File: config.mk
export PLATFORM = sky130hd
export DESIGN_NAME = therm_step_decoder
export DESIGN_NICKNAME = d
export VERILOG_FILES = /design/src/rtl/therm_step_decoder.sv
export SDC_FILE = /design/constraint.sdc
export NUM_CORES = 1
export LEC_CHECK = 0
export CAP_MARGIN = 20
export CORE_MARGIN = 2
export CORE_UTILIZATION = 49
export CTS_BUF_LIST = sky130_fd_sc_hd__clkbuf_16
export DETAILED_ROUTE_END_ITERATION = 16
export PLACE_DENSITY = 0.75
export SLEW_MARGIN = 30
export SYNTH_ARGS = -nofsm -noshare
export SYNTH_HDL_FRONTEND = slang
export SYNTH_SLANG_ARGS = --single-unit
export TNS_END_PERCENT = 50
File: constraint.sdc
create_clock -name clk -period 1.9 [get_ports clk]
set_input_delay 0.285 -clock clk [delete_from_list [all_inputs] [get_ports clk]]
set_output_delay 0.285 -clock clk [all_outputs]
set_load 0.005 [all_outputs]
File: src/rtl/therm_step_decoder.sv
// Binary-to-thermometer decoder for a 7-segment unary DAC. The output slews one
// segment per clock toward each newly accepted code, then holds for a
// programmable settle time and pulses done on the return to idle.
module therm_step_decoder #(
    parameter int unsigned SETTLE_CYCLES = 4,
    parameter int unsigned CNT_W         = 8
) (
    input  logic       clk,
    input  logic       rst_n,
    input  logic [2:0] code_in,
    input  logic       code_valid,
    output logic       code_ready,
    output logic [6:0] therm_out,
    output logic [2:0] cur_code,
    output logic       busy,
    output logic       done
);

    typedef enum logic [1:0] {
        StIdle,
        StStep,
        StSettle
    } state_e;

    localparam logic [CNT_W-1:0] SettleLoad = CNT_W'(SETTLE_CYCLES - 1);
    localparam logic [CNT_W-1:0] CntOne     = CNT_W'(1);

    state_e           state_q;
    logic [2:0]       target_q;
    logic [CNT_W-1:0] cnt_q;
    logic [2:0]       cur_q;
    logic [6:0]       therm_q;
    logic             busy_q;
    logic             done_q;

    // Ready is purely a function of state so upstream sees it in the same cycle.
    assign code_ready = (state_q == StIdle);
    assign therm_out  = therm_q;
    assign cur_code   = cur_q;
    assign busy       = busy_q;
    assign done       = done_q;

    // Control FSM with registered outputs; therm_q is shifted rather than
    // re-decoded so exactly one segment toggles per step.
    always_ff @(posedge clk or negedge rst_n) begin
        if (!rst_n) begin
            state_q  <= StIdle;
            target_q <= 3'd0;
            cnt_q    <= '0;
            cur_q    <= 3'd0;
            therm_q  <= 7'b0000000;
            busy_q   <= 1'b0;
            done_q   <= 1'b0;
        end else begin
            done_q <= 1'b0;
            unique case (state_q)
                StIdle: begin
                    if (code_valid) begin
                        target_q <= code_in;
                        busy_q   <= 1'b1;
                        if (code_in != cur_q) begin
                            state_q <= StStep;
                        end else begin
                            state_q <= StSettle;
                            cnt_q   <= SettleLoad;
                        end
                    end
                end
                StStep: begin
                    if (target_q > cur_q) begin
                        // Rising: light the next segment above the current top.
                        cur_q   <= cur_q + 3'd1;
                        therm_q <= {therm_q[5:0], 1'b1};
                        if (cur_q + 3'd1 == target_q) begin
                            state_q <= StSettle;
                            cnt_q   <= SettleLoad;
                        end
                    end else begin
                        // Falling: extinguish the current top segment.
                        cur_q   <= cur_q - 3'd1;
                        therm_q <= {1'b0, therm_q[6:1]};
                        if (cur_q - 3'd1 == target_q) begin
                            state_q <= StSettle;
                            cnt_q   <= SettleLoad;
                        end
                    end
                end
                StSettle: begin
                    if (cnt_q == '0) begin
                        state_q <= StIdle;
                        busy_q  <= 1'b0;
                        done_q  <= 1'b1;
                    end else begin
                        cnt_q <= cnt_q - CntOne;
                    end
                end
                default: state_q <= StIdle;
            endcase
        end
    end

endmodule

==> results of run 1 <==
==> worst max-delay path, stage by stage (launching register included) <==
cell and delay, ns:
dfrtp_2 0.46, ha_4 0.32, nand3b_1 0.16, buf_6 0.17, nand4_1 0.20, a211oi_4 0.10, buf_6 0.14, o31a_2 0.32
==> power groups by stage <==
stage / clock network, W / logic (W) / registers (W)
floorplan: 0 / 0.00133 / 0.000943
global placement: 0 / 0.00208 / 0.000934
detailed placement: 0 / 0.00215 / 0.000953
CTS: 0.000467 / 0.00231 / 0.000948
global route: 0.000490 / 0.00311 / 0.00100
finish: 0.000457 / 0.00290 / 0.000984
==> flip-flops by register name, indices dropped and copies added (netlist names) <==
| name | flops |
|---|---|
| therm_out | 7 |
| cur_code | 3 |
| cnt_q | 8 |
| busy | 1 |
| done | 1 |
| target_q | 3 |
| state_q | 2 |
==> timing repair <==
item / in CTS / in global routing
endpoints found under the setup margin: 9 / 15
resized for setup: 5 / 26
setup buffers: 4 / 8
pin swaps: 2 / 9
==> per-stage QoR <==
stage                     cell area [um^2]  power [W]  hold slack (ns)
after floorplan                       1508   0.002274         -0.01059
after global placement                1872   0.003012           0.4771
after detailed placement              1872   0.003105           0.4903
after CTS                             2001   0.003729           0.4337
after global routing                  2156   0.004604           0.4625
final                                 2156   0.004345           0.4237
==> cells in the final DEF (no fill, tap or decap), types with 5 or more instances in the layout <==
| master | synthesis | routed |
|---|---|---|
| buf_6 | 0 | 7 |
| nor2_1 | 7 | 7 |
| inv_1 | 11 | 8 |
| xnor2_1 | 5 | 5 |
| nand2_1 | 22 | 22 |
| mux2i_1 | 6 | 5 |
| clkdlybuf4s50_1 | 0 | 18 |
| dfrtp_1 | 25 | 24 |
| nand3_1 | 5 | 5 |
| o21ai_0 | 12 | 7 |
| buf_4 | 0 | 24 |
==> worst min path at each step <==
stage	start	to	slack (ns)	cells after the start
after floorplan	rst_n	busy	-0.01	0
after global placement	therm_out[0]	therm_out[0]	0.48	2
after detailed placement	therm_out[0]	therm_out[0]	0.49	2
after CTS	rst_n	therm_out[0]	0.43	2
after global routing	rst_n	therm_out[2]	0.46	2
final	rst_n	therm_out[1]	0.42	2
==> area by class of cell <==
class	instances	area (um^2)
clock inverters	1	3.754
well taps	33	41.29
clock buffers	3	75.07
flip-flops and latches	25	626.9
multi-input cells	117	928.4
repair buffers	49	439.2
fillers	210	822.0
inverters	11	41.29
==> logic make-up after synthesis <==
group / count (synthesis)
AOI/OAI and AO/OA: 36
xor gates and xnor gates: 9
adders and majority gates: 7
buffers and inverters: 13
DFF: 25
muxes: 6
and+or+nand+nor: 59
==> routing by layer <==
layer / track usage / wire [um] / vias to the layer above
met2: 0.3878 / 2086 / 60
met1: 0.3333 / 1869 / 671
li1: - / - / 664
met5: 0 / 0 / -
met4: 0.08117 / 80 / 0
met3: 0.03275 / 259 / 11
==> run_results.csv, run 1 <==
group,metric,value,unit
setup_path,critPathArrivalTime,2.12,ns
setup_path,path_class,"register to register",
setup_path,timing.rr.start,"target_q[2]",
cts,cts_hold_buf,0,
power_and_ir_drop,intPower,0.002533,W
cts,cts_tree,"built",
placed_design,pre_cts_slack,-0.07983,ns
timing,slew_viol_final,0,
synth,yosysMostFrequentCell,"dfrtp_1",
placed_design,globalplace.congestion,0.8989,
layout,fin_nets,220,
global_routing,grt_pass1_vias,1344,
layout,final_core_util,0.7240,
power_and_ir_drop,p_leak,0.9250,nW
power_and_ir_drop,pwr-share-comb,0.668,
power_and_ir_drop,seqPwrFrac,0.226,
layout,final_cells,239,
setup_path,crit_end,"cnt_q[0]",
synth,netlist.area_leader.share,0.4149,
global_routing,grt_max_degree,26,
global_routing,grt_util_all_layers,0.2410,
timing,worst_slack,-0.07703,ns
routing,wl_per_cell,17.97,um
synth,synth_compound_area_frac,0.1759,
routing,wl,4295,um
floorplan,core_area,2978,um^2
synth,synth.net_count,168,
global_routing,antenna_found_initial,0,
power_and_ir_drop,swShare,0.4169,
setup_path,crit_path_start,"target_q[2]",
timing,worstMarginPinSlew,0.6464,ns
min_path,hp-class,"input port to async pin",
synth,async_flop_share,1.000,
setup_path,critPathCaptureType,"register",
synth,synth_xor_area_frac,0.07137,
routing,drtIter0Drc,83,
floorplan,pin_count,19,
synth,yosysWarnings,0,
synth,synth_top_area_cell,"dfrtp_1",
synth,synth.area.top_cells,"dfrtp_1, ha_1, nand2_1",
floorplan,die_area,3537,um^2
routing,via_per_inst,5.883,
power_and_ir_drop,peakVddDrop,1.251,mV
cts,clk_latency,0.26,ns
routing,dr.pass1.iters,4,
timing,slew_headroom,0.5579,
setup_path,r2r_slack,-0.08,ns
setup_path,reg2reg_depth,7,
setup_path,required,2.04,ns
routing,drc_errors,0,
floorplan,die_w,59.47,um
timing,clock_skew,0.001433,ns
setup_path,critPathLaunchType,"register",
synth,synthSimpleGateAreaFrac,0.2075,
routing,num_vias,1406,
power_and_ir_drop,p_switching,0.001811,W
synth,synth_area,1508,um^2
synth,synthDistinctLibCells,44,
cts,root_buffer,"clkbuf_16",
timing,fmax,0.5058,GHz
power_and_ir_drop,clockPowerShare,0.105,
placed_design,dp_hpwl,2673,um
synth,synth_enable_flop_cells,0,
setup_path,path_max_fanout,7,
layout,antenna_cells,0,
timing,fin_setup_tns,-0.3652,ns
floorplan,dieHeight,59.47,um
synth,synth-seq-area-share,0.4149,
synth,avgSynthCellArea,9.727,um^2
timing,fin_crit_sh,1.041,
synth,synth_mux_area_frac,0.03983,
cts,clk_path_buf_depth,2,
layout,final_layout_size_suffix_gt1_frac,0.2961,
timing,rsz0062_at_grt,"true",
cts,cts-buffers-inserted,3,
synth,ys_seq_elements,25,
synth,synth_fa_ha_area_frac,0.05809,
status,status,"finished, violations left",
floorplan,num_rows,20,
cts,clock-sinks,25,
global_routing,overflow,0,
synth,yosys_most_used_dff,"dfrtp_1",
synth,synth_top_family_by_area,"simple AND/OR/NAND/NOR gates",
setup_path,timing.rr.end,"cnt_q[0]",
status,failed_checks,"setup timing",
placed_design,port-buffer-count,18,
floorplan,start_util,0.5063,
synth,yosys-top-cells-count,"dfrtp_1, nand2_1, o21ai_0",
routing,ant_nets,0,
cts,clkTransAtPathRegs,0.06,ns
timing,period_minus_slack,1.977,ns
placed_design,dp_cells,224,
synth,netlist_instances,155,
power_and_ir_drop,powerDensity,2015,nW/um^2
layout,area_growth,42.99,%
timing,hold_viol_final,0,
global_routing,grt_pass1_wl,6382,um
cts,htreeDepth,1,
timing,finalSetupViolations,7,
run,drv_cap,0,
Power figures use the tool's default switching activity.
==> run 2: changes to the inputs <==
--- a/config.mk
+++ b/config.mk
@@ -7,10 +7,10 @@
 export LEC_CHECK = 0
 export CAP_MARGIN = 20
 export CORE_MARGIN = 2
-export CORE_UTILIZATION = 49
-export CTS_BUF_LIST = sky130_fd_sc_hd__clkbuf_16
+export CORE_UTILIZATION = 51
+export CTS_BUF_LIST = sky130_fd_sc_hd__clkbuf_4 sky130_fd_sc_hd__clkbuf_8
 export DETAILED_ROUTE_END_ITERATION = 16
-export PLACE_DENSITY = 0.75
+export PLACE_DENSITY = 0.77
 export SLEW_MARGIN = 30
 export SYNTH_ARGS = -nofsm -noshare
 export SYNTH_HDL_FRONTEND = slang
==> run_results.csv, run 2 (synthesis results as in run 1) <==
group,metric,value,unit
status,status,"finished, violations left",
status,failed_checks,"setup timing",
floorplan,die_w,58.37,um
placed_design,dp_cells,224,
global_routing,grt_util_all_layers,0.2409,
cts,root_buffer,"clkbuf_4",
layout,seqCellArea,626.9,um^2
routing,drtIter0Drc,78,
placed_design,port-buffer-count,18,
setup_path,cpMaxStageDelayCell,"or4b_4",
layout,layout_common_cells,"dfrtp_1, buf_4, nand2_1",
timing,fin_crit_sh,1.026,
floorplan,num_rows,19,
layout,antenna_cells,0,
timing,period_minus_slack,1.949,ns
min_path,hp-class,"input port to async pin",
power_and_ir_drop,peakVddDrop,1.474,mV
layout,multi_input_area,935.9,um^2
run,drv_cap,0,
setup_path,path_delay_family,"simple AND/OR/NAND/NOR gates",
setup_path,critPathArrivalTime,2.16,ns
placed_design,globalplace.congestion,0.9529,
routing,via_per_inst,5.974,
cts,cts_tree,"built",
layout,max_flop_register,"cnt_q",
cts,cts-buffers-inserted,3,
setup_path,crit_path_start,"cnt_q[0]",
floorplan,core_area,2781,um^2
layout,fin_nets,218,
setup_path,reg2reg_depth,7,
timing,rsz0062_at_grt,"true",
setup_path,critPathLaunchType,"register",
setup_path,required,2.11,ns
routing,dr.pass1.iters,4,
setup_path,path_class,"register to register",
timing,slew_headroom,0.6956,
timing,worstMarginPinSlew,0.4557,ns
power_and_ir_drop,p_leak,0.8927,nW
timing,finalSetupViolations,4,
setup_path,critPathCaptureType,"register",
layout,area_growth,38.59,%
layout,final_layout_size_suffix_gt1_frac,0.2892,
setup_path,cp_slowest_stage_delay,0.49,ns
global_routing,grt_pass1_wl,6272,um
cts,clock-sinks,25,
power_and_ir_drop,powerDensity,1915,nW/um^2
setup_path,critPathBufInv,2,
routing,ant_nets,0,
cts,clk_latency,0.32,ns
timing,worst_slack,-0.04893,ns
layout,largest_register_ffs,8,
setup_path,path_max_fanout,2,
placed_design,dp_hpwl,2668,um
timing,fmax,0.5131,GHz
setup_path,r2r_slack,-0.05,ns
timing,slew_viol_final,0,
routing,num_vias,1404,
routing,wl_per_cell,17.71,um
setup_path,cp_cell_sequence,"inv_2 > ha_4 > or4b_4 > buf_4 > and4_2 > o21ai_0 > o211ai_1",
routing,drc_errors,0,
layout,fill_cells,197,
cts,htreeDepth,1,
timing,clock_skew,0.009719,ns
setup_path,timing.rr.start,"cnt_q[0]",
global_routing,grt_max_degree,26,
layout,final_cells,235,
setup_path,timing.rr.end,"cnt_q[5]",
power_and_ir_drop,p_total,0.004001,W
floorplan,pin_count,19,
global_routing,antenna_found_initial,0,
global_routing,overflow,0,
floorplan,start_util,0.5421,
floorplan,die_area,3407,um^2
global_routing,grt_pass1_vias,1412,
timing,hold_viol_final,0,
floorplan,dieHeight,58.37,um
cts,clkTransAtPathRegs,0.15,ns
cts,clk_path_buf_depth,2,
setup_path,crit_cells,7,
setup_path,crit_end,"cnt_q[5]",
routing,wl,4162,um
-- run 2: where the power goes --
part,switching (W),leakage [nW],internal (W)
sequential,0.000240,0.314,0.000736
clock,0.000168,0.0184,0.0000963
combinational,0.00133,0.560,0.00143
total,0.00173,0.893,0.00227
-- run 2: worst min-delay path by stage --
| stage | start | to | cells past startpoint |
|---|---|---|---|
| CTS | rst_n | target_q[2] | 2 |
| detailed placement | therm_out[0] | therm_out[0] | 2 |
| finish | rst_n | cur_code[2] | 2 |
| global route | rst_n | target_q[1] | 2 |
| floorplan | rst_n | busy | 0 |
| global placement | therm_out[0] | therm_out[0] | 2 |
-- run 2: metrics by stage --
| step | utilization | setup WS (ns) | instance area, um^2 | hold WS (ns) | setup TNS (ns) |
|---|---|---|---|---|---|
| detailed placement | 0.6775 | -0.06952 | 1884 | 0.5038 | -0.2692 |
| global placement | 0.6775 | 0.01866 | 1884 | 0.4801 | 0 |
| global route | 0.7512 | -0.1094 | 2090 | 0.3306 | -1.022 |
| finish | 0.7512 | -0.04893 | 2090 | 0.3077 | -0.1164 |
| floorplan | - | 0.002880 | 1508 | -0.01059 | 0 |
| CTS | 0.7018 | 0.003572 | 1952 | 0.3208 | 0 |
-- run 2: repair_timing --
item	CTS	global route
hold buffers	0	0
setup endpoints to repair	13	17
buffers inserted	2	5
resized for setup	6	24
pin swaps	4	11
-- run 2: routing by layer --
| metal | up-vias | track usage | wire length (um) |
|---|---|---|---|
| met1 | 680 | 0.3118 | 1760 |
| met4 | 0 | 0.09635 | 49 |
| li1 | 660 | - | - |
| met5 | - | 0 | 0 |
| met3 | 6 | 0.03077 | 270 |
| met2 | 58 | 0.4093 | 2082 |
-- run 2: final cells by class --
| type | instances | area share |
|---|---|---|
| multi-input cells | 117 | 0.4479 |
| flip-flops and latches | 25 | 0.3000 |
| repair buffers | 47 | 0.1994 |
| inverters | 11 | 0.01976 |
| well taps | 31 | 0.01856 |
| clock buffers | 4 | 0.01437 |
==> run 3: changes to the inputs <==
==> constraint.sdc (replaced) <==
create_clock -name clk -period 1.6 [get_ports clk]
set_input_delay 0.24 -clock clk [delete_from_list [all_inputs] [get_ports clk]]
set_output_delay 0.24 -clock clk [all_outputs]
set_load 0.02 [all_outputs]
==> run_results.csv, run 3 (synthesis results as in run 1) <==
group,metric,value,unit
status,status,"finished, violations left",
status,failed_checks,"setup timing",
global_routing,antenna_found_initial,0,
timing,holdWs,0.2572,ns
setup_path,required,1.81,ns
global_routing,grt_util_all_layers,0.2906,
floorplan,core_area,2781,um^2
cts,clock-sinks,25,
timing,rsz0062_at_grt,"true",
cts,root_buffer,"clkbuf_4",
layout,fin_nets,236,
cts,htreeDepth,1,
power_and_ir_drop,powerDensity,2473,nW/um^2
setup_path,critPathLaunchType,"register",
timing,fmax,0.5037,GHz
cts,cts-buffers-inserted,3,
placed_design,globalplace.congestion,0.9179,
floorplan,start_util,0.5421,
setup_path,critPathCaptureType,"register",
routing,dr.pass1.iters,5,
placed_design,dp_hpwl,3014,um
setup_path,cp_cell_sequence,"buf_4 > or4_2 > o21a_1 > o21ai_0 > o211ai_1",
timing,worst_slack,-0.3854,ns
min_path,hp-class,"input port to async pin",
global_routing,overflow,0,
power_and_ir_drop,p_total,0.005814,W
layout,multi_input_area,1013,um^2
setup_path,timing.rr.start,"cnt_q[1]",
routing,ant_nets,0,
setup_path,path_max_fanout,4,
timing,fin_setup_tns,-4.954,ns
routing,via_per_inst,6.470,
routing,wl_per_cell,21.04,um
setup_path,reg2reg_depth,5,
placed_design,pre_cts_slack,-0.3384,ns
routing,drtIter0Drc,161,
layout,layout_common_cells,"buf_4, nand2_1, dfrtp_1",
timing,hold_viol_final,0,
setup_path,path_delay_family,"simple AND/OR/NAND/NOR gates",
routing,wl,5324,um
layout,antenna_cells,0,
floorplan,die_area,3407,um^2
layout,fill_cells,144,
layout,seqCellArea,630.6,um^2
cts,cts_hold_buf,0,
run,drv_cap,0,
setup_path,critPathArrivalTime,2.20,ns
floorplan,dieHeight,58.37,um
floorplan,pin_count,19,
setup_path,cpMaxStageDelayCell,"or4_2",
setup_path,timing.rr.end,"cnt_q[7]",
cts,clkTransAtPathRegs,0.15,ns
layout,largest_register_ffs,8,
placed_design,port-buffer-count,18,
timing,fin_crit_sh,1.241,
global_routing,grt_pass1_vias,1535,
layout,max_flop_register,"cnt_q",
layout,final_core_util,0.8453,
global_routing,grt_pass1_wl,7445,um
global_routing,grt_max_degree,26,
floorplan,num_rows,19,
cts,clk_latency,0.33,ns
power_and_ir_drop,p_leak,1.072,nW
setup_path,critPathBufInv,1,
timing,slew_viol_final,0,
setup_path,crit_cells,5,
layout,area_growth,55.93,%
layout,final_layout_size_suffix_gt1_frac,0.4054,
setup_path,cp_slowest_stage_delay,0.65,ns
setup_path,path_class,"register to register",
routing,num_vias,1637,
routing,drc_errors,0,
timing,worstMarginPinSlew,0.3341,ns
timing,clock_skew,0.01008,ns
timing,slew_headroom,0.7767,
cts,cts_tree,"built",
floorplan,die_w,58.37,um
layout,final_common_cell,"buf_4",
setup_path,r2r_slack,-0.39,ns
power_and_ir_drop,peakVddDrop,2.331,mV
timing,finalSetupViolations,20,
timing,period_minus_slack,1.985,ns
cts,clk_path_buf_depth,2,
==> run 3: worst max-delay path by stage <==
| stage | startpoint | endpoint | slack [ns] |
|---|---|---|---|
| 2_1_floorplan | cnt_q[0] | cnt_q[1] | -0.28 |
| 3_3_place_gp | cur_code[0] | cnt_q[6] | -0.30 |
| 3_5_place_dp | cur_code[0] | cnt_q[1] | -0.34 |
| 4_1_cts | cur_code[1] | cnt_q[1] | -0.27 |
| 5_1_grt | cnt_q[1] | cnt_q[7] | -0.45 |
| 6_report | cnt_q[1] | cnt_q[7] | -0.39 |
==> run 3: timing repair <==
item | 4_1_cts | 5_1_grt
hold endpoints to repair | 0 | 0
gates resized for setup | 42 | 14
pin swaps | 18 | 11
gates cloned | 0 | 0
setup endpoints to repair | 30 | 24
setup buffers | 6 | 3
==> run 3: cell type report <==
cell class / count / area share
clock buffer: 3 / 0.009580
clock inverter: 1 / 0.003725
inverter: 11 / 0.01863
multi-input combinational: 117 / 0.4311
sequential: 25 / 0.2682
tap: 31 / 0.01650
timing repair buffer: 65 / 0.2523
==> run 3: routing by layer <==
metal  vias to the layer above  part of all wire  track usage  wire length, um
li1                        695                 -            -                -
met1                       787              0.35       0.3568             1860
met2                       121              0.50       0.5345             2656
met3                        34             0.093      0.05495              493
met4                         0             0.059      0.04983              314
met5                         -                 0            0                0
==> run 3: power by group <==
group	internal [W]	switching (W)	leakage [nW]
combinational	0.00218	0.00216	0.743
clock	0.000102	0.000208	0.0183
sequential	0.000881	0.000283	0.311
total	0.00316	0.00265	1.07
==> run 3: through the flow <==
stage               instances  area, um^2
detailed placement        241        2101
CTS                       251        2270
finish                    253        2351
floorplan                 155        1572
global placement          241        2101
global route              253        2351
